==> config.mk <==
export PLATFORM = sky130hd
export DESIGN_NAME = plab4_net_router_output_tdm_ctrl
export DESIGN_NICKNAME = d
export VERILOG_FILES = /design/src/rtl/plab4_net_router_output_tdm_ctrl.sv
export SDC_FILE = /design/constraint.sdc
export NUM_CORES = 1
export LEC_CHECK = 0
export CORE_MARGIN = 2
export CORE_UTILIZATION = 47
export CTS_CLUSTER_DIAMETER = 80
export DETAILED_ROUTE_END_ITERATION = 10
export HOLD_SLACK_MARGIN = 0.06
export PLACE_DENSITY = 0.76
export SLEW_MARGIN = 20
export SYNTH_ARGS = -nofsm -noshare
export SYNTH_HDL_FRONTEND = slang
export SYNTH_SLANG_ARGS = --single-unit
==> constraint.sdc <==
create_clock -name clk -period 1.9 [get_ports clk]
set_input_delay 0.38 -clock clk [delete_from_list [all_inputs] [get_ports clk]]
set_output_delay 0.38 -clock clk [all_outputs]
set_load 0.02 [all_outputs]
==> src/rtl/plab4_net_router_output_tdm_ctrl.sv <==
// Output-port controller for the ring router: round-robin arbitration
// gated by a data-independent time-division schedule over security domains.
module plab4_net_router_output_tdm_ctrl #(
   parameter int p_num_domains  = 2,
   parameter int p_domain_nbits = 1,
   parameter int p_turn_cycles  = 4,
   parameter int p_dead_cycles  = 1
) (
   input  logic                        clk,
   input  logic                        reset,
   input  logic [2:0]                  reqs,
   input  logic [3*p_domain_nbits-1:0] req_domains,
   output logic [2:0]                  grants,
   output logic                        out_val,
   input  logic                        out_rdy,
   output logic [1:0]                  xbar_sel,
   output logic [p_domain_nbits-1:0]   cur_domain
);

   localparam logic [7:0] c_last_cnt = 8'(p_turn_cycles - 1);
   localparam logic [8:0] c_dead_start =
      9'(p_turn_cycles - p_dead_cycles);
   localparam logic [p_domain_nbits-1:0] c_last_dom =
      p_domain_nbits'(p_num_domains - 1);

   logic [7:0]                r_turn_cnt;
   logic [p_domain_nbits-1:0] r_dom;
   logic [2:0]                r_prio;

   logic       w_dead;
   logic [2:0] w_elig;
   logic [2:0] w_arb;
   logic       w_xfer;

   always_ff @(posedge clk) begin
      if (reset) begin
         r_turn_cnt <= 8'd0;
         r_dom      <= '0;
         r_prio     <= 3'b001;
      end else begin
         if (r_turn_cnt == c_last_cnt) begin
            r_turn_cnt <= 8'd0;
            r_dom      <= (r_dom == c_last_dom) ? '0 : r_dom + 1'b1;
         end else begin
            r_turn_cnt <= r_turn_cnt + 8'd1;
         end
         // Pointer moves one past the winner only on a real transfer
         if (w_xfer)
            r_prio <= {w_arb[1:0], w_arb[2]};
      end
   end

   // 9-bit compare so a zero-length dead window never matches
   assign w_dead = ({1'b0, r_turn_cnt} >= c_dead_start);

   always_comb begin
      w_elig = 3'b000;
      for (int i = 0; i < 3; i++) begin
         w_elig[i] = reqs[i] & ~w_dead &
            (req_domains[i*p_domain_nbits +: p_domain_nbits] == r_dom);
      end
   end

   always_comb begin
      w_arb = 3'b000;
      case (r_prio)
         3'b010: begin
            if      (w_elig[1]) w_arb = 3'b010;
            else if (w_elig[2]) w_arb = 3'b100;
            else if (w_elig[0]) w_arb = 3'b001;
         end
         3'b100: begin
            if      (w_elig[2]) w_arb = 3'b100;
            else if (w_elig[0]) w_arb = 3'b001;
            else if (w_elig[1]) w_arb = 3'b010;
         end
         default: begin
            if      (w_elig[0]) w_arb = 3'b001;
            else if (w_elig[1]) w_arb = 3'b010;
            else if (w_elig[2]) w_arb = 3'b100;
         end
      endcase
   end

   assign w_xfer = (|w_arb) & out_rdy;

   always_comb begin
      out_val  = 1'b0;
      grants   = 3'b000;
      xbar_sel = 2'd0;
      if (!reset) begin
         out_val = |w_arb;
         grants  = w_arb & {3{out_rdy}};
         if (w_arb[1])
            xbar_sel = 2'd1;
         else if (w_arb[2])
            xbar_sel = 2'd2;
      end
   end

   assign cur_domain = r_dom;

endmodule

# After elaboration in Yosys (flattened, before gate mapping)
# Cells that the tools add are included.
# W data, S select, Z words.
[word_totals]
output_inout_bits = 7
reg_bits = 12
wordCells = 39
in_bits = 9
[op_classes]
order_cmp = 1
add_sub_neg = 2
muxes = 16
eq_ne = 6
n_bitwise = 9
reduce_logical = 2
[ops]
columns = ["operator", "count"]
rows = [
  ["$mux W3", 7],
  ["$mux W2", 5],
  ["$add A8 B1 Y8 const B", 1],
  ["$eq A8 B2 Y1 const B", 1],
  ["$ge A8 B2 Y1 const B", 1],
  ["$and A1 B1 Y1", 7],
  ["$pmux W3 S2", 1],
  ["$and A3 B3 Y3", 1],
  ["$eq A1 B1 Y1", 3],
  ["$eq A3 B2 Y1 const B", 1],
  ["$eq A3 B3 Y1 const B", 1],
  ["$mux W1", 3],
  ["$reduce_or A3 Y1", 1],
  ["$reduce_or A2 Y1", 1],
  ["$add A1 B1 Y1 const B", 1],
  ["$not A1 Y1", 1],
]

# Logic depth before layout (Yosys ltp)
[logic_depth]
ltp_word = 11
depth_mapped = 6
depth_no_buf = 5

# Worst setup path before layout
# OpenSTA, ideal clock, no wires.
[synth_timing]
kind = "register -> output"
start = "register r_turn_cnt[4]"
end = "output grants[0]"
t_arrival_ps = 1673
setup_slack_ps = -153
stages_incl_launch_ff = 5
required_time_ps = 1520
path_cell_list = "dfxtp_1 > or4_4 > nor3_4 > nand3b_4 > nor3_1"
[synth_via]
elab_chain_len = 10
word_cells_on_any_way = 18
[synth_lines]
columns = ["element", "line_no", "source"]
rows = [
  ["start: declaration", "26", "logic [7:0] r_turn_cnt;"],
  ["start signal: assignment", "45", "r_turn_cnt <= r_turn_cnt + 8'd1;"],
  ["$ge A8 B2 Y1 (*)", "54", "assign w_dead = ({1'b0, r_turn_cnt} >= c_dead_start);"],
  ["$not A1 Y1 (*)", "59", "w_elig[i] = reqs[i] & ~w_dead &"],
  ["$and A1 B1 Y1 (2 in series)", "59", ""],
  ["$mux W1", "70", "else if (w_elig[0]) w_arb = 3'b001;"],
  ["$mux W3", "69", "else if (w_elig[2]) w_arb = 3'b100;"],
  ["$mux W3", "68", "if (w_elig[1]) w_arb = 3'b010;"],
  ["$pmux W3 S2 (*)", "66", "case (r_prio)"],
  ["$and A3 B3 Y3 (*)", "93", "grants = w_arb & {3{out_rdy}};"],
  ["$mux W3 (*)", "91", "if (!reset) begin"],
  ["end: declaration", "13", "output logic [2:0] grants,"],
]
# Mark *: on every way between the ends. The rest lies on a longest branch, timed or not.

# Worst setup path in the final report
[layout_timing]
start = "register r_turn_cnt[6]"
end = "output grants[2]"
[layout_via]
elab_chain_len = 10
word_cells_on_any_way = 17
[layout_lines]
columns = ["element", "line_no", "source"]
rows = [
  ["$ge A8 B2 Y1 (*)", "54", ""],
  ["$not A1 Y1 (*)", "59", ""],
  ["$and A1 B1 Y1 (2 in series)", "59", ""],
  ["$mux W3", "80", "else if (w_elig[2]) w_arb = 3'b100;"],
  ["$mux W3", "79", "else if (w_elig[1]) w_arb = 3'b010;"],
  ["$mux W3", "78", "if (w_elig[0]) w_arb = 3'b001;"],
  ["$pmux W3 S2 (*)", "66", ""],
  ["$and A3 B3 Y3 (*)", "93", ""],
  ["$mux W3 (*)", "91", ""],
]
# Marks and branches as above.

==> reports/metrics.yaml <==
leakage_nw: 0.482
hold_start: "r_prio[1]$_SDFFE_PP0P_"
syn_area_um2: 683
r2r-end: "r_prio[1]$_SDFFE_PP0P_"
synth_area_leader_cell: "dfxtp_1"
arrival_ns: 1.83
core_um2: 1330
ys_top_cells_by_count: "16 x nor2_1, 12 x dfxtp_1, 10 x nand2_1, 6 x xnor2_1, 5 x inv_1"
die_h_um: 42.1
root_buffer: "clkbuf_4"
start_util_pct: 51.2
grt_pass1_vias: 730
timing.slew.headroom_pct: 75.9
worstSetupEndpointType: "output port"
seqCellArea_um2: 243
track_usage_pct: 23.3
vias: 775
place_hpwl_mm: 1.34
critPathKind: "register to output port"
rsz0062_at_grt: "yes"
synth_cell_types: 31
worstMarginPinSlew_ns: 0.360
grt_pass1_wl_mm: 3.19
synth_top_area_share_pct: 35.2
violations: "setup timing"
synthesis.nets: 96
drv_slew: 0
min_path_cells: 2
wirelength_mm: 2.14
antenna_left: 0
drc: 0
finish.instance_area_um2: 1130
cap_violations: 0
dpl.cell_count: 132
yosys_warnings: 0
final_cell_count_no_fill: 140
hold_viol_final: 0
skew_ns: 0.00318
fmax_mhz: 452
die_area_um2: 1770
num-fill-cells: 77
io_pins: 16
synth_area_leaders: "dfxtp_1 35%, nor2_1 8.8%, xnor2_1 7.7%"
power_density_nw_per_um2: 642
grt_max_degree: 8
n_antenna_cell: 0
drive_gt1_share_pct: 44.0
placed_area_um2: 978
h-tree-depth: 1
cts_sinks: 12
post-synth-top-count-cell: "nor2_1"
io_buffers: 15
status: "complete, but fails checks"
async_flop_share_pct: 0
yosys_most_used_dff: "dfxtp_1"
ys_ff_latch: 12
routed_via_density: 5.54
vdd_drop_max_uv: 528
setup_violations: 8
critPathMaxFanout: 4
setup_ws_ns: -0.312
seq_area_frac_synth_pct: 35.2
numCtsBuffers: 3
clockBufferDepth: 2
reg2reg_slack_ns: -0.16
tritoncts: "yes"
area.growth.synth_to_final_pct: 65.8
min_to: "r_prio[1]$_SDFFE_PP0P_"
antenna_found_initial: 0
multiInputGateArea_um2: 507
timing.rr.start: "r_turn_cnt[6]$_SDFF_PP0_"
gp_congestion: 0.801
synth_area_per_cell_um2: 7.94
rows: 13
die_w_um: 42.1
wire_per_inst_um: 15.3
worstRegToRegCells: 8
fin_nets: 136
cp.required_ns: 1.52
clk_latency_ns: 0.28
cp-start-kind: "register"
grt-ovfl-total: 0
cts_hold_buf: 0
finalCritPeriodShare_pct: 116
clk_pin_slew_ns: 0.07
drtIter0Drc: 21
syn-instance-count: 86
fin_crit_ns: 2.21
synth_edf_count: 0
hold_path.class: "register to register"
drt_pass1_iterations: 4
[power breakdown]
group	total (mW)	switching (mW)	internal, mW
logic	0.241	0.118	0.122
clock network	0.202	0.0856	0.117
registers	0.284	0.0165	0.267
total	0.727	0.220	0.506
[logic make-up after synthesis]
group / Yosys count / synth area share, %
AND/OR/NAND/NOR: 43 / 32.8
AO/OA/AOI/OAI: 13 / 13.4
adder cells (fa/ha/maj): 1 / 1.83
flip-flops: 12 / 35.2
XOR/XNOR: 10 / 12.8
buffers and inverters: 7 / 4.03
[sequential cells by signal, summed over array words and instances (netlist names)]
| signal | flops |
|---|---|
| r_turn_cnt | 8 |
| r_prio | 3 |
| cur_domain | 1 |
[worst max path at each step]
stage | start | end | cells past startpoint
6_report | r_turn_cnt[6]$_SDFF_PP0_ | grants[2] | 5
3_5_place_dp | req_domains[1] | grants[2] | 8
2_1_floorplan | r_turn_cnt[4]$_SDFF_PP0_ | grants[0] | 4
5_1_grt | r_turn_cnt[6]$_SDFF_PP0_ | grants[2] | 5
4_1_cts | r_turn_cnt[6]$_SDFF_PP0_ | grants[2] | 5
3_3_place_gp | req_domains[1] | grants[2] | 8
[layout make-up]
| type | instances | share of cell area [%] |
|---|---|---|
| well taps | 15 | 1.66 |
| inverters | 5 | 1.66 |
| repair buffers | 37 | 27.3 |
| flip-flops and latches | 12 | 21.4 |
| multi-input cells | 67 | 44.8 |
| clock buffers | 4 | 3.20 |
[metrics by stage]
step / worst slack [ns] / power, mW / utilization, % / hold slack [ns] / setup TNS (ns)
after global routing: -0.403 / 0.762 / 84.9 / 0.545 / -2.41
after detailed placement: -0.784 / 0.474 / 73.4 / 0.486 / -4.22
after CTS: -0.312 / 0.687 / 78.0 / 0.495 / -1.82
after floorplan: -0.153 / 0.381 / - / 0.418 / -0.440
final: -0.312 / 0.727 / 84.9 / 0.511 / -1.71
after global placement: -0.737 / 0.468 / 73.4 / 0.482 / -4.00
[repair_timing]
action	in CTS	in global routing
resized for setup	41	19
endpoints found under the setup margin	6	17
pin swaps	6	7
buffers inserted	2	2
[per-layer routing]
| metal | global-route usage, % | up-vias | routed length, um |
|---|---|---|---|
| met3 | 8.19 | 6 | 110 |
| met2 | 38.4 | 27 | 1080 |
| met5 | 0 | - | 0 |
| li1 | - | 373 | - |
| met4 | 5.63 | 0 | 27 |
| met1 | 28.9 | 369 | 923 |
[worst max-delay path: stages (launching register included)]
cell      delay, ns
dfxtp_1        0.32
or4_4          0.54
nor3_4         0.21
nand3b_4       0.14
nor3_2         0.16
buf_4          0.18
[cells in the final DEF (no fill, tap or decap), types with 2 or more instances in the layout]
master	n
nor3_2	3
xor2_1	3
clkbuf_4	3
nand2_2	2
buf_4	26
dfxtp_2	2
nand2b_1	2
nand3_1	3
buf_6	2
nor2_1	14
xnor2_1	6
nand2_1	7
dfxtp_1	10
clkdlybuf4s50_1	7
inv_1	4
Power figures use the tool's default switching activity.
